$ cat src/rtl/sd_arb_pkg.sv
// Shared types and constants for the SD card request arbiter.
// Client slots: two floppy drives, then two ACSI targets.
package sd_arb_pkg;

    typedef enum logic [1:0] {
        S_IDLE,
        S_REQ,
        S_XFER,
        S_RELEASE
    } arb_state_t;

    localparam int FDC_A = 0;
    localparam int FDC_B = 1;
    localparam int ACSI0 = 2;
    localparam int ACSI1 = 3;

    localparam int DEF_NUM_REQ = 4;

    function automatic int idx_w(input int n);
        return (n > 1) ? $clog2(n) : 1;
    endfunction

    localparam int DEF_IDX_W = idx_w(DEF_NUM_REQ);

endpackage

$ cat src/rtl/sd_request_arbiter_rr_pick.sv
// Round-robin finder: first set request bit at or above the
// pointer, wrapping past the top slot back to slot 0.
module rr_pick
    import sd_arb_pkg::*;
#(
    parameter int NUM_REQ = 4
) (
    input  logic [NUM_REQ-1:0]        i_req,
    input  logic [idx_w(NUM_REQ)-1:0] i_ptr,
    output logic [idx_w(NUM_REQ)-1:0] o_idx,
    output logic                      o_found
);

    localparam int IW = idx_w(NUM_REQ);

    // Walk downward so the closest slot to the pointer is written last.
    always_comb begin
        int w_pos;
        o_idx   = '0;
        o_found = 1'b0;
        for (int k = NUM_REQ - 1; k >= 0; k--) begin
            w_pos = int'(i_ptr) + k;
            if (w_pos >= NUM_REQ) begin
                w_pos = w_pos - NUM_REQ;
            end
            if (i_req[w_pos]) begin
                o_idx   = IW'(w_pos);
                o_found = 1'b1;
            end
        end
    end

endmodule

$ cat src/rtl/sd_request_arbiter.sv
// N-client SD image arbiter: round-robin grant, locked for a whole
// sector, with routed handshakes and a grant-to-busy watchdog.
module sd_request_arbiter
    import sd_arb_pkg::*;
#(
    parameter int NUM_REQ = 4,
    parameter int LBA_W   = 32,
    parameter int TIMEOUT = 1 << 20
) (
    input  logic                     clk_32,
    input  logic                     reset,
    input  logic [NUM_REQ-1:0]       req_rd,
    input  logic [NUM_REQ-1:0]       req_wr,
    input  logic [NUM_REQ*LBA_W-1:0] req_lba,
    input  logic [NUM_REQ*8-1:0]     req_din,
    output logic [NUM_REQ-1:0]       client_busy,
    output logic [NUM_REQ-1:0]       client_done,
    output logic [NUM_REQ-1:0]       client_strobe,
    output logic [NUM_REQ-1:0]       sd_rd,
    output logic [NUM_REQ-1:0]       sd_wr,
    output logic [LBA_W-1:0]         sd_lba,
    output logic [7:0]               sd_din,
    input  logic                     sd_busy,
    input  logic                     sd_done,
    input  logic                     sd_dout_strobe,
    output logic [NUM_REQ-1:0]       grant,
    output logic                     grant_valid,
    output logic                     timeout_err
);

    localparam int          IW      = idx_w(NUM_REQ);
    localparam bit          WD_EN   = (TIMEOUT != 0);
    localparam logic [31:0] WD_LAST = 32'(TIMEOUT - 1);

    arb_state_t          r_state;
    arb_state_t          w_state_nx;
    logic [IW-1:0]       r_idx;
    logic [IW-1:0]       r_rr;
    logic                r_rd;
    logic [31:0]         r_wdog;
    logic                r_terr;

    logic [IW-1:0]       w_pick;
    logic                w_found;
    logic                w_live;
    logic                w_wd_hit;
    logic                w_gv;
    logic                w_xfer_end;
    logic [NUM_REQ-1:0]  w_onehot;

    rr_pick #(
        .NUM_REQ (NUM_REQ)
    ) u_pick (
        .i_req   (req_rd | req_wr),
        .i_ptr   (r_rr),
        .o_idx   (w_pick),
        .o_found (w_found)
    );

    assign w_live     = r_rd ? req_rd[r_idx] : req_wr[r_idx];
    assign w_wd_hit   = WD_EN && (r_wdog == WD_LAST);
    assign w_xfer_end = sd_done || !sd_busy;
    assign w_gv       = (r_state == S_REQ) || (r_state == S_XFER);

    // Busy wins over a same-cycle drop or watchdog expiry.
    always_comb begin
        w_state_nx = r_state;
        unique case (r_state)
            S_IDLE: begin
                if (w_found) w_state_nx = S_REQ;
            end
            S_REQ: begin
                if (sd_busy)       w_state_nx = S_XFER;
                else if (!w_live)  w_state_nx = S_IDLE;
                else if (w_wd_hit) w_state_nx = S_RELEASE;
            end
            S_XFER: begin
                if (w_xfer_end) w_state_nx = S_RELEASE;
            end
            S_RELEASE: w_state_nx = S_IDLE;
            default:   w_state_nx = S_IDLE;
        endcase
    end

    always_ff @(posedge clk_32 or posedge reset) begin
        if (reset) begin
            r_state <= S_IDLE;
            r_idx   <= '0;
            r_rr    <= '0;
            r_rd    <= 1'b0;
            r_wdog  <= '0;
            r_terr  <= 1'b0;
        end else begin
            r_state <= w_state_nx;
            unique case (r_state)
                S_IDLE: begin
                    if (w_found) begin
                        r_idx  <= w_pick;
                        r_rd   <= req_rd[w_pick];
                        r_wdog <= '0;
                    end
                end
                S_REQ: begin
                    r_wdog <= r_wdog + 32'd1;
                    if (!sd_busy && w_live && w_wd_hit) r_terr <= 1'b1;
                end
                S_XFER: begin
                    if (w_xfer_end) r_terr <= 1'b0;
                end
                S_RELEASE: begin
                    r_rr <= (int'(r_idx) == NUM_REQ - 1) ? '0 : r_idx + 1'b1;
                end
                default: ;
            endcase
        end
    end

    always_comb begin
        w_onehot        = '0;
        w_onehot[r_idx] = 1'b1;
        grant           = '0;
        sd_rd           = '0;
        sd_wr           = '0;
        client_busy     = '0;
        client_done     = '0;
        client_strobe   = '0;
        sd_lba          = '0;
        sd_din          = '0;
        if (w_gv) begin
            grant  = w_onehot;
            sd_lba = req_lba[int'(r_idx)*LBA_W +: LBA_W];
            sd_din = req_din[int'(r_idx)*8 +: 8];
            if (sd_busy)        client_busy   = w_onehot;
            if (sd_done)        client_done   = w_onehot;
            if (sd_dout_strobe) client_strobe = w_onehot;
        end
        if (r_state == S_REQ) begin
            if (r_rd && req_rd[r_idx])   sd_rd = w_onehot;
            if (!r_rd && req_wr[r_idx])  sd_wr = w_onehot;
        end
    end

    assign grant_valid = w_gv;
    assign timeout_err = r_terr;

endmodule
$ cat config.mk
export PLATFORM = sky130hd
export DESIGN_NAME = sd_request_arbiter
export DESIGN_NICKNAME = d
export VERILOG_FILES = /design/src/rtl/sd_arb_pkg.sv /design/src/rtl/sd_request_arbiter_rr_pick.sv /design/src/rtl/sd_request_arbiter.sv
export SDC_FILE = /design/constraint.sdc
export NUM_CORES = 1
export LEC_CHECK = 0
export ABC_AREA = 0
export CAP_MARGIN = 10
export CORE_ASPECT_RATIO = 1.4
export CORE_MARGIN = 2
export CORE_UTILIZATION = 41
export CTS_CLUSTER_SIZE = 8
export DETAILED_ROUTE_END_ITERATION = 12
export PLACE_DENSITY = 0.9
export SYNTH_ARGS = -nofsm -noshare
export SYNTH_HDL_FRONTEND = slang
export SYNTH_SLANG_ARGS = --single-unit
$ cat constraint.sdc
create_clock -name clk_32 -period 3.7 [get_ports clk_32]
set_input_delay 0.74 -clock clk_32 [delete_from_list [all_inputs] [get_ports clk_32]]
set_output_delay 0.74 -clock clk_32 [all_outputs]
set_load 0.02 [all_outputs]
==> flow_summary.ini <==
[clock_network]
htreeDepth = 2
post-cts-setup-buffers = 0
cts-root-buf = clkbuf_16
cts_buffers = 5
ctsResizeCount = 0
clkTransAtPathRegs_ns = 0.06
worst_skew_pair.late_latency_ns = 0.28
cts_tree = done
hold_buffers = 0
clock_sinks = 40
cts_max_path_buffers = 2

[route]
dr.pass1.iters = 5
via_count = 4404
drcViolationCount = 0
antenna_left = 0
via_per_inst = 6.00
drtIter0Drc = 470
wirelength_mm = 16.2
post_drt_wl_per_cell_um = 22.1

[logic_synthesis]
syn_nets = 572
syn_inst = 389
ys_seq_elements = 40
synth_edf_count = 0
synth_cell_types = 52
ys_warn_count = 0
synth_ff_type = dfrtp_1
ys_seq_area_frac = 0.258
synthArstFlopShare = 1.00
syn_area_sq_um = 3880
syn_avg_cell_area_sq_um = 9.97

[power_and_ir_drop]
p_seq_frac = 0.149
p_int_mw = 2.42
power_density_nw_per_um2 = 657
netSwitchingFraction = 0.441
peakVddDrop_v = 0.000279
combPwrFrac = 0.739
power_switching_mw = 1.91
power_frac_clock = 0.113
p_leak_nw = 2.60

[setup_path]
crit_type = input port to output port
worstRegToRegCells = 7
crit_end = sd_rd[3]
endpoint_kind = output port
cp_max_fo = 4
timing.rr.end = r_wdog[31]$_DFFE_PP0P_
setup.worst_path.start_class = input port
crit_start = req_rd[3]
ff2ff_setup_slack_ns = 1.11
arrival_ns = 2.67
cp_data_required_time_ns = 2.96

[global_route]
gr-total-overflow = 0
antenna_found_initial = 0
grt_pass1_vias = 4421
grt_pass1_wl_mm = 24.2
grt_max_degree = 54
grt_util_all_layers = 0.312

[timing]
post-route-min-period_ns = 3.41
finalSetupViolations = 0
slew_headroom = 0.623
rsz0062_at_grt = false
timing.hold.ws_ns = 0.568
tightest_slew_ns = 0.564
period_share = 0.922
final_hold_viol_count = 0
maxSlewViolCount = 0
fin_skew_ns = 0.00366
setup_tns_ns = 0
max_freq_mhz = 293

[layout]
fillers = 685
syn_to_final_growth_pct = 69.5
mostFrequentLayoutCell = clkdlybuf4s50_1
nets = 805
drive_gt1_frac = 0.122
final_cell_mix = clkdlybuf4s50_1 (238), and2_1 (54), mux4_2 (42), dfrtp_1 (38), nor2_1 (25)

[placement]
gp_congestion = 0.980
dpl.hpwl_mm = 13.3
io_buffers = 238

[run_status]
status = finished, final reports clean

[die]
io_pins = 239
die_area_sq_um = 10300
die_y_um = 119
rows = 42
core-area_sq_um = 9350
start_util = 0.415
die_x_um = 86.2

[run]
maxCapViolCount = 0

[min_path]
hold_depth = 2
worstHoldStart = r_rd$_DFFE_PP0P_
hold_class = flip-flop to flip-flop
==> routing by layer <==
| layer | GRT usage | share of wire | vias to the layer above |
|---|---|---|---|
| met4 | 0.0576 | 0.017 | 0 |
| li1 | - | - | 1934 |
| met5 | 0 | 0 | - |
| met2 | 0.518 | 0.49 | 317 |
| met3 | 0.0825 | 0.11 | 25 |
| met1 | 0.412 | 0.38 | 2128 |
==> logic make-up (layout without fill, tap and decap cells) <==
group / count (synthesis) / count (layout) / share of synthesized area
adder cells (fa/ha/maj): 10 / 10 / 0.0323
buffers and inverters: 34 / 268 / 0.0345
other: 0 / 1 / 0
AND/OR/NAND/NOR: 192 / 192 / 0.295
AO/OA/AOI/OAI: 48 / 48 / 0.0819
flip-flops: 40 / 40 / 0.258
multiplexers: 46 / 46 / 0.255
XOR/XNOR: 19 / 19 / 0.0429
==> critical path, cell delays in order <==
cell             delay [ns]
clkdlybuf4s50_1        0.49
mux4_2                 0.52
and3_1                 0.23
and2_1                 0.16
clkdlybuf4s50_1        0.53
==> state kept, by name, summed over array words and instances, names as in the netlist, named ones only <==
register	cells
r_rd	1
r_idx	2
r_state	1
r_wdog	32
r_rr	2
timeout_err	1
==> power by group through the flow <==
stage	Clock (mW)	Combinational, mW	Sequential, mW
2_1_floorplan	0	1.86	0.558
3_3_place_gp	0	3.12	0.640
3_5_place_dp	0	3.18	0.648
4_1_cts	0.487	3.20	0.639
5_1_grt	0.504	3.38	0.654
6_report	0.487	3.19	0.642
==> cell type report <==
cell class              count  area [sq um]  area share
diodes                      1          2.50    0.000381
clock buffers               6           129      0.0196
clock inverters             2          35.0     0.00533
inverters                  13          48.8     0.00742
multi-input cells         315          2740       0.417
flip-flops and latches     40          1000       0.153
well taps                 110           138      0.0209
repair buffers            247          2470       0.376
==> cells in the mapped netlist, types with 2 or more instances <==
master,count,area (sq um)
a211oi_1,4,30.0
a21o_1,3,22.5
a21oi_1,9,45.0
a22o_1,3,26.3
and2_1,54,338
and3_1,18,113
and3_2,2,15.0
and4_1,3,26.3
buf_2,5,25.0
clkbuf_1,16,60.1
dfrtp_1,40,1000
ha_1,10,125
inv_1,13,48.8
mux2_2,3,33.8
mux4_2,42,946
nand2_1,24,90.1
nand3_1,13,65.1
nand3b_1,2,15.0
nand4_1,11,68.8
nor2_1,25,93.8
nor2b_1,2,12.5
nor3_1,7,35.0
nor4_1,7,43.8
nor4_4,2,42.5
o211ai_1,4,30.0
o21ai_0,12,60.1
o221ai_1,2,17.5
o31ai_1,3,22.5
or2_2,2,12.5
or3_1,5,31.3
or4_1,5,37.5
xnor2_1,12,105
xor2_1,7,61.3
==> how the worst min path moves through the flow <==
stage,to,slack (ns)
finish,r_rd$_DFFE_PP0P_,0.57
global route,r_rd$_DFFE_PP0P_,0.60
CTS,r_rd$_DFFE_PP0P_,0.56
detailed placement,r_rd$_DFFE_PP0P_,0.55
global placement,r_wdog[18]$_DFFE_PP0P_,0.52
floorplan,r_rd$_DFFE_PP0P_,0.48
==> stage by stage <==
stage / instance area (sq um) / cells / utilization / power (mW) / setup slack (ns)
after floorplan: 3880 / 389 / - / 2.42 / 1.30
after global placement: 6410 / 725 / 0.685 / 3.76 / 0.309
after detailed placement: 6410 / 725 / 0.685 / 3.83 / 0.287
after CTS: 6570 / 733 / 0.703 / 4.33 / 0.282
after global routing: 6570 / 733 / 0.703 / 4.54 / 0.188
final: 6580 / 734 / 0.703 / 4.32 / 0.288
Power figures use the tool's default switching activity.
